==> config.mk <==
export PLATFORM = sky130hd
export DESIGN_NAME = svcs_hs_rx_deframer_flat
export DESIGN_NICKNAME = d
export VERILOG_FILES = /design/src/rtl/svcs_hs_pkg.sv /design/src/rtl/svcs_hs_rx_deframer_if.sv /design/src/rtl/svcs_byte_assembler.sv /design/src/rtl/svcs_hs_rx_deframer.sv /design/src/flat_wrapper.sv
export SDC_FILE = /design/constraint.sdc
export NUM_CORES = 1
export LEC_CHECK = 0
export ABC_AREA = 1
export BUFFER_PORTS_ARGS = -buffer_cell sky130_fd_sc_hd__buf_2
export CAP_MARGIN = 20
export CORE_ASPECT_RATIO = 0.75
export CORE_MARGIN = 5
export CORE_UTILIZATION = 55
export DETAILED_ROUTE_END_ITERATION = 7
export PLACE_DENSITY_LB_ADDON = 0.3
export SYNTH_ARGS = -nofsm -noshare
export SYNTH_HDL_FRONTEND = slang
export SYNTH_SLANG_ARGS = --single-unit
==> constraint.sdc <==
create_clock -name clk -period 27.8 [get_ports clk]
set_input_delay 5.56 -clock clk [delete_from_list [all_inputs] [get_ports clk]]
set_output_delay 5.56 -clock clk [all_outputs]
set_load 0.01 [all_outputs]
==> src/rtl/svcs_hs_pkg.sv <==
// Shared definitions for the SVCS handshake receive path: data-type tags,
// frame geometry, FSM states and the decoded header layout.
package svcs_hs_pkg;

    // Type tags must stay bit-identical to svcs_dpi_hash("byte"/"int"/"real") on the software side.
    localparam logic [63:0] SVCS_DT_BYTE = 64'h9A3C_5E1F_0B27_D481;
    localparam logic [63:0] SVCS_DT_INT  = 64'h4E2D_71A8_C3F0_96B5;
    localparam logic [63:0] SVCS_DT_REAL = 64'h1F86_D4E3_A25B_7C09;

    localparam int unsigned SVCS_HDR_BYTES = 28;
    localparam int unsigned SVCS_MAX_SIZE  = 4096;

    typedef enum logic [1:0] {
        ST_HDR,
        ST_PAYLOAD,
        ST_ERR
    } svcs_state_e;

    // Field order puts trnx_type in the low bits, matching little-endian arrival order.
    typedef struct packed {
        logic [31:0] n_payloads;
        logic [63:0] data_type;
        logic [63:0] trnx_id;
        logic [63:0] trnx_type;
    } svcs_hdr_t;

    function automatic logic [3:0] svcs_elem_size(input logic [63:0] data_type);
        logic [3:0] size;
        size = 4'd0;
        if (data_type == SVCS_DT_BYTE) size = 4'd1;
        if (data_type == SVCS_DT_INT)  size = 4'd4;
        if (data_type == SVCS_DT_REAL) size = 4'd8;
        return size;
    endfunction

endpackage

==> src/rtl/svcs_hs_rx_deframer_if.sv <==
// Byte-stream input, decoded header and element-stream output of the SVCS
// receive deframer. The slave modport is the deframer's view.
interface svcs_hs_rx_deframer_if;

    logic        in_valid;
    logic        in_ready;
    logic [7:0]  in_byte;

    logic        hdr_valid;
    logic [63:0] hdr_trnx_type;
    logic [63:0] hdr_trnx_id;
    logic [63:0] hdr_data_type;
    logic [31:0] hdr_n_payloads;

    logic        out_valid;
    logic        out_ready;
    logic [63:0] out_data;
    logic        out_last;

    logic        err;
    logic        err_clr;

    modport master (
        output in_valid, in_byte, out_ready, err_clr,
        input  in_ready, hdr_valid, hdr_trnx_type, hdr_trnx_id, hdr_data_type,
               hdr_n_payloads, out_valid, out_data, out_last, err
    );

    modport slave (
        input  in_valid, in_byte, out_ready, err_clr,
        output in_ready, hdr_valid, hdr_trnx_type, hdr_trnx_id, hdr_data_type,
               hdr_n_payloads, out_valid, out_data, out_last, err
    );

endinterface

==> src/rtl/svcs_byte_assembler.sv <==
// Little-endian field assembler: byte k of a field lands in bits [8k+7:8k].
// SVCS_RX_TIMEOUT_EN adds a busy flag used by the deframer's idle timer.
module svcs_byte_assembler #(
    parameter int unsigned MAX_BYTES = 28,
    localparam int unsigned CW = $clog2(MAX_BYTES + 1),
    localparam int unsigned W  = MAX_BYTES * 8
) (
    input  logic          clk,
    input  logic          rst,
    input  logic          clear,
    input  logic          shift_en,
    input  logic [7:0]    byte_in,
    input  logic [CW-1:0] num_bytes,
    output logic [W-1:0]  word,
    output logic          done
`ifdef SVCS_RX_TIMEOUT_EN
    ,
    output logic          busy
`endif
);

    logic [CW-1:0] count;
    logic [W-1:0]  acc;

    // acc is cleared between fields, so word is already zero above the current field width.
    assign word = acc | (W'(byte_in) << {count, 3'b000});
    assign done = shift_en && (count == num_bytes - CW'(1));

`ifdef SVCS_RX_TIMEOUT_EN
    assign busy = (count != '0);
`endif

    always_ff @(posedge clk or posedge rst) begin
        if (rst) begin
            count <= '0;
            acc   <= '0;
        end else if (clear) begin
            count <= '0;
            acc   <= '0;
        end else if (shift_en) begin
            if (done) begin
                count <= '0;
                acc   <= '0;
            end else begin
                count <= count + CW'(1);
                acc   <= word;
            end
        end
    end

endmodule

==> src/rtl/svcs_hs_rx_deframer.sv <==
// SVCS handshake receive deframer: byte stream -> decoded header + element stream.
// Define SVCS_RX_TIMEOUT_EN to abort stalled frames after TIMEOUT_CYCLES idle cycles.
module svcs_hs_rx_deframer
    import svcs_hs_pkg::*;
#(
    parameter int unsigned MAX_PAYLOADS = SVCS_MAX_SIZE
`ifdef SVCS_RX_TIMEOUT_EN
    ,
    parameter int unsigned TIMEOUT_CYCLES = 1024
`endif
) (
    input logic                  clk,
    input logic                  rst,
    svcs_hs_rx_deframer_if.slave bus
);

    localparam int unsigned ASM_CW = $clog2(SVCS_HDR_BYTES + 1);

    svcs_state_e               state;
    svcs_hdr_t                 hdr_q;
    svcs_hdr_t                 hdr_next;
    logic                      hdr_valid_q;
    logic                      out_valid_q;
    logic [63:0]               out_data_q;
    logic                      out_last_q;
    logic                      err_q;
    logic [3:0]                elem_size;
    logic [3:0]                hdr_size;
    logic [31:0]               elem_idx;
    logic                      elem_is_last;
    logic                      in_ready;
    logic                      accept;
    logic                      asm_shift;
    logic                      asm_clear;
    logic                      asm_done;
    logic [ASM_CW-1:0]         asm_len;
    logic [SVCS_HDR_BYTES*8-1:0] asm_word;

    // In PAYLOAD the single output register acts as the skid: a byte may enter only if the slot frees this cycle.
    always_comb begin
        in_ready = 1'b1;
        if (state == ST_PAYLOAD) in_ready = !out_valid_q || bus.out_ready;
    end

    assign accept       = bus.in_valid && in_ready;
    assign asm_shift    = accept && (state != ST_ERR);
    assign asm_clear    = (state == ST_ERR);
    assign asm_len      = (state == ST_PAYLOAD) ? ASM_CW'(elem_size) : ASM_CW'(SVCS_HDR_BYTES);
    assign hdr_next     = svcs_hdr_t'(asm_word);
    assign hdr_size     = svcs_elem_size(hdr_next.data_type);
    assign elem_is_last = (elem_idx == hdr_q.n_payloads - 32'd1);

`ifdef SVCS_RX_TIMEOUT_EN
    localparam int unsigned IDLE_W = $clog2(TIMEOUT_CYCLES + 1);
    logic              asm_busy;
    logic              in_progress;
    logic [IDLE_W-1:0] idle_cnt;

    assign in_progress = (state == ST_PAYLOAD) || ((state == ST_HDR) && asm_busy);
`endif

    svcs_byte_assembler #(
        .MAX_BYTES (SVCS_HDR_BYTES)
    ) u_asm (
        .clk       (clk),
        .rst       (rst),
        .clear     (asm_clear),
        .shift_en  (asm_shift),
        .byte_in   (bus.in_byte),
        .num_bytes (asm_len),
        .word      (asm_word),
        .done      (asm_done)
`ifdef SVCS_RX_TIMEOUT_EN
        ,
        .busy      (asm_busy)
`endif
    );

    always_ff @(posedge clk or posedge rst) begin
        if (rst) begin
            state       <= ST_HDR;
            hdr_q       <= '0;
            hdr_valid_q <= 1'b0;
            out_valid_q <= 1'b0;
            out_data_q  <= '0;
            out_last_q  <= 1'b0;
            err_q       <= 1'b0;
            elem_size   <= 4'd1;
            elem_idx    <= '0;
`ifdef SVCS_RX_TIMEOUT_EN
            idle_cnt    <= '0;
`endif
        end else begin
            hdr_valid_q <= 1'b0;
            if (out_valid_q && bus.out_ready) begin
                out_valid_q <= 1'b0;
                out_last_q  <= 1'b0;
            end

            case (state)
                ST_HDR: begin
                    if (asm_done) begin
                        hdr_q       <= hdr_next;
                        hdr_valid_q <= 1'b1;
                        elem_size   <= hdr_size;
                        elem_idx    <= '0;
                        if (hdr_size == 4'd0 || hdr_next.n_payloads > MAX_PAYLOADS) begin
                            state <= ST_ERR;
                            err_q <= 1'b1;
                        end else if (hdr_next.n_payloads != 32'd0) begin
                            state <= ST_PAYLOAD;
                        end
                    end
                end
                ST_PAYLOAD: begin
                    if (asm_done) begin
                        out_valid_q <= 1'b1;
                        out_data_q  <= asm_word[63:0];
                        out_last_q  <= elem_is_last;
                        elem_idx    <= elem_idx + 32'd1;
                        if (elem_is_last) state <= ST_HDR;
                    end
                end
                ST_ERR: begin
                    if (bus.err_clr) begin
                        state <= ST_HDR;
                        err_q <= 1'b0;
                    end
                end
                default: state <= ST_HDR;
            endcase

`ifdef SVCS_RX_TIMEOUT_EN
            // A byte offered but held off by out_ready is not idle time; the counter just holds.
            if (accept || !in_progress) begin
                idle_cnt <= '0;
            end else if (!bus.in_valid) begin
                if (idle_cnt == IDLE_W'(TIMEOUT_CYCLES - 1)) begin
                    idle_cnt <= '0;
                    state    <= ST_ERR;
                    err_q    <= 1'b1;
                end else begin
                    idle_cnt <= idle_cnt + IDLE_W'(1);
                end
            end
`endif
        end
    end

    assign bus.in_ready       = in_ready;
    assign bus.hdr_valid      = hdr_valid_q;
    assign bus.hdr_trnx_type  = hdr_q.trnx_type;
    assign bus.hdr_trnx_id    = hdr_q.trnx_id;
    assign bus.hdr_data_type  = hdr_q.data_type;
    assign bus.hdr_n_payloads = hdr_q.n_payloads;
    assign bus.out_valid      = out_valid_q;
    assign bus.out_data       = out_data_q;
    assign bus.out_last       = out_last_q;
    assign bus.err            = err_q;

endmodule
==> src/flat_wrapper.sv <==
// flat-port wrapper written by rule: the top's interface ports become plain ports
module svcs_hs_rx_deframer_flat import svcs_hs_pkg::*;
#(
    parameter int unsigned MAX_PAYLOADS = SVCS_MAX_SIZE

)
  (clk, rst, bus_in_valid, bus_in_byte, bus_out_ready, bus_err_clr, bus_in_ready, bus_hdr_valid, bus_hdr_trnx_type, bus_hdr_trnx_id, bus_hdr_data_type, bus_hdr_n_payloads, bus_out_valid, bus_out_data, bus_out_last, bus_err);
  svcs_hs_rx_deframer_if bus_i ();
  input logic clk;
  input logic rst;
  input wire logic [$bits(bus_i.in_valid)-1:0] bus_in_valid;
  input wire logic [$bits(bus_i.in_byte)-1:0] bus_in_byte;
  input wire logic [$bits(bus_i.out_ready)-1:0] bus_out_ready;
  input wire logic [$bits(bus_i.err_clr)-1:0] bus_err_clr;
  output wire logic [$bits(bus_i.in_ready)-1:0] bus_in_ready;
  output wire logic [$bits(bus_i.hdr_valid)-1:0] bus_hdr_valid;
  output wire logic [$bits(bus_i.hdr_trnx_type)-1:0] bus_hdr_trnx_type;
  output wire logic [$bits(bus_i.hdr_trnx_id)-1:0] bus_hdr_trnx_id;
  output wire logic [$bits(bus_i.hdr_data_type)-1:0] bus_hdr_data_type;
  output wire logic [$bits(bus_i.hdr_n_payloads)-1:0] bus_hdr_n_payloads;
  output wire logic [$bits(bus_i.out_valid)-1:0] bus_out_valid;
  output wire logic [$bits(bus_i.out_data)-1:0] bus_out_data;
  output wire logic [$bits(bus_i.out_last)-1:0] bus_out_last;
  output wire logic [$bits(bus_i.err)-1:0] bus_err;
  assign bus_i.in_valid = bus_in_valid;
  assign bus_i.in_byte = bus_in_byte;
  assign bus_i.out_ready = bus_out_ready;
  assign bus_i.err_clr = bus_err_clr;
  assign bus_in_ready = bus_i.in_ready;
  assign bus_hdr_valid = bus_i.hdr_valid;
  assign bus_hdr_trnx_type = bus_i.hdr_trnx_type;
  assign bus_hdr_trnx_id = bus_i.hdr_trnx_id;
  assign bus_hdr_data_type = bus_i.hdr_data_type;
  assign bus_hdr_n_payloads = bus_i.hdr_n_payloads;
  assign bus_out_valid = bus_i.out_valid;
  assign bus_out_data = bus_i.out_data;
  assign bus_out_last = bus_i.out_last;
  assign bus_err = bus_i.err;
  svcs_hs_rx_deframer #(.MAX_PAYLOADS(MAX_PAYLOADS)) u_core (.clk(clk), .rst(rst), .bus(bus_i));
endmodule
==> results.json <==
{
  "grt_pass1_vias": 21850,
  "grt_pass1_wl_um": 125400,
  "synth_top_family_by_area": "simple AND/OR/NAND/NOR gates",
  "regToRegSetupSlack_ps": 23440,
  "cts_tree": "built",
  "postCtsHoldBufs": 0,
  "grt_usage_pct": 30.69,
  "clk_path_buf_depth": 3,
  "globalplace.congestion": 0.9070,
  "ys_top_cells_by_area": "dfrtp_1, nand2_1, o21ai_0, inv_1, a21oi_1",
  "cts_htree_levels": 2,
  "synth_simple_gate_area_share_pct": 21.78,
  "synth_compound_area_share_pct": 15.16,
  "coreArea_um2": 47220,
  "muxShareOfSynthArea_pct": 0.07657,
  "cap_violations": 0,
  "outcome": "complete, no violations",
  "async_flop_share_pct": 100.0,
  "path_buf_inv": 2,
  "ys_top_cells_by_count": "nand2_1, dfrtp_1, o21ai_0, inv_1, nor2_1",
  "finalPower_mw": 1.848,
  "cts_sinks": 558,
  "area_growth_pct": 14.08,
  "setup_viol": 0,
  "grt_setup_unrepaired": "false",
  "dpl.hpwl_um": 56670,
  "total_leakage_power_nw": 14.58,
  "synth.distinct_cells": 49,
  "vias": 23030,
  "synth_top_area_cell": "dfrtp_1",
  "crit_path_top_delay_cell": "buf_2",
  "drive_above_1_share_pct": 15.07,
  "path_clk_slew_ps": 60,
  "path_cells": "buf_2 > nor2_1 > nand2_1 > buf_2",
  "yosysMostFrequentCell": "nand2_1",
  "synth_xor_area_share_pct": 1.642,
  "first_pass_iters": 6,
  "die_w_um": 261.8,
  "syn_area_um2": 26140,
  "root_buffer": "clkbuf_16",
  "ant_nets": 0,
  "crit_required_ps": 22240,
  "grt_max_degree": 199,
  "post-route-period-util_pct": 41.57,
  "syn_nets": 3221,
  "vdd_drop_max_mv": 0.05225,
  "cpLargestDelayFamily": "buffers and inverters",
  "ys_ff_latch": 558,
  "ys.flop_type": "dfrtp_1",
  "synthAdderAreaFrac_pct": 0.1914,
  "critPathLaunchType": "input pin",
  "netlist.area_leader.share_pct": 53.31,
  "die_h_um": 198.8,
  "synth.avg_cell_area_um2": 8.160,
  "critPathArrivalTime_ps": 6000,
  "powerDensity_nw_per_um2": 61.97,
  "fp.dieArea_um2": 52040,
  "num_rows": 69,
  "drtIter0Drc": 2805,
  "finalNetCount": 3431,
  "cts_setup_buffers": 0,
  "numCtsBuffers": 53,
  "ios": 306,
  "start_util_pct": 55.36,
  "viasPerCell": 5.619,
  "clk_latency_ps": 610,
  "cp_max_fo": 3,
  "cts_resized": 0,
  "wl_per_cell_um": 19.83,
  "worst_setup_path_end_kind": "output pin",
  "worstMarginPinSlew_ps": 1191,
  "relSlewSlack_pct": 20.31,
  "crit_top_cell": "buf_2",
  "final_hold_viol_count": 0,
  "tns_ps": 0,
  "io_buffers": 305,
  "skew_ps": 17.42,
  "maxSlewViolCount": 0,
  "antenna_found_initial": 3,
  "syn_inst": 3204,
  "wirelength_um": 81250,
  "grt_overflow": 0,
  "ys_seq_area_share_pct": 53.41,
  "crit_type": "in -> out",
  "holdCritPathClass": "reg -> reg",
  "yosysWarnings": 0,
  "period_minus_slack_ps": 11560,
  "slowest_delay_ps": 150,
  "synth_edf_count": 0,
  "timing.fmax_mhz": 86.52,
  "drcViolationCount": 0
}
[final cells by class]
| cell class | instances | area [um2] |
|---|---|---|
| antenna | 2 | 5.005 |
| clock inverter | 26 | 290.3 |
| inverter | 343 | 1309 |
| timing repair buffer | 325 | 1729 |
| sequential | 558 | 13970 |
| multi-input combinational | 2133 | 10180 |
| fill | 4145 | 17400 |
| tap | 639 | 799.5 |
| clock buffer | 72 | 1548 |
[cell families after synthesis]
kind of cell,after synthesis
buffers and inverters,513
AND/OR/NAND/NOR,1355
multiplexers,2
adder cells (fa/ha/maj),4
XOR/XNOR,49
flip-flops,558
AO/OA/AOI/OAI,723
[sequential cells by signal, indices dropped and copies added (netlist names)]
register and cells:
u_core.bus.hdr_n_payloads 32, u_core.bus.err 1, u_core.elem_size 3, u_core.bus.out_data 64, u_core.bus.hdr_valid 1, u_core.state 2, u_core.bus.hdr_trnx_id 64, u_core.u_asm.count 5
u_core.bus.hdr_data_type 64, u_core.elem_idx 32, u_core.bus.hdr_trnx_type 64, u_core.bus.out_last 1, u_core.bus.out_valid 1, u_core.u_asm.acc 224
[metrics by stage]
stage | instances | worst slack (ps) | utilization [%] | hold WS [ps] | cell area [um2]
6_report | 4098 | 16240 | 63.15 | 480.9 | 29820
5_1_grt | 4097 | 16190 | 63.15 | 494.3 | 29820
4_1_cts | 4094 | 16250 | 63.03 | 482.6 | 29760
3_5_place_dp | 3996 | 16260 | 59.13 | 467.4 | 27930
3_3_place_gp | 3996 | 16210 | 59.13 | 460.5 | 27930
2_1_floorplan | 3204 | 6638 | - | 453.5 | 26140
[layout by cell type (no fill, tap or decap), types with 5 or more instances in the layout]
cell type   Yosys  layout
nand2_1       845     845
dfrtp_1       557     556
o21ai_0       330     330
inv_1         325     322
buf_2          32     305
nor2_1        245     244
a21oi_1       225     225
nand3_1       142     142
clkbuf_16       0      53
a31oi_1        48      48
nand4_1        42      42
o21bai_1       39      39
o22ai_1        37      37
xor2_1         35      35
a31o_2         23      23
nor2_2         20      21
buf_4           1      17
nor2_4         15      15
clkbuf_8        0      15
xnor2_1        14      14
clkinv_2        1      13
inv_2          13      11
nand2_2        13      11
nor3_1          8       8
nand3b_1        8       8
o21ai_1         6       6
clkinvlp_4      0       6
a41o_1          5       5
[per-layer routing]
| metal | track usage, % | up-vias | part of all wire [%] |
|---|---|---|---|
| met1 | 43.31 | 11120 | 42 |
| met3 | 7.170 | 156 | 9.0 |
| li1 | - | 10810 | - |
| met5 | 0 | - | 0.015 |
| met4 | 8.852 | 2 | 3.0 |
| met2 | 48.19 | 947 | 46 |
[where the power goes]
group          internal [mW]  leakage, nW  total (mW)  switching (mW)
Clock                  0.431        0.899       0.761           0.330
Sequential             0.829         7.69       0.846          0.0166
Combinational         0.0430         5.99       0.241           0.198
[worst paths after layout]
kind                                                       start                                  endpoint  cells after the start
max                                                bus_out_ready                              bus_in_ready                      4
min                        u_core.bus.hdr_trnx_id[5]$_DFFE_PP0P_     u_core.bus.hdr_trnx_id[5]$_DFFE_PP0P_                      2
max in group asynchronous                                    rst            u_core.elem_idx[4]$_DFFE_PP0P_                      4
min in group asynchronous                                    rst  u_core.bus.hdr_trnx_type[20]$_DFFE_PP0P_                      2
min reg2reg                u_core.bus.hdr_trnx_id[5]$_DFFE_PP0P_     u_core.bus.hdr_trnx_id[5]$_DFFE_PP0P_                      2
max reg2reg                    u_core.u_asm.count[3]$_DFFE_PP0P_                u_core.bus.err$_DFFE_PP0P_                     16
[tightest hold or removal path, cell delays in order, from the launching register on]
cell,delay [ps]
dfrtp_1,340
nand2_1,50
o21ai_0,60
Note: power is estimated with default switching activity, not from simulation.
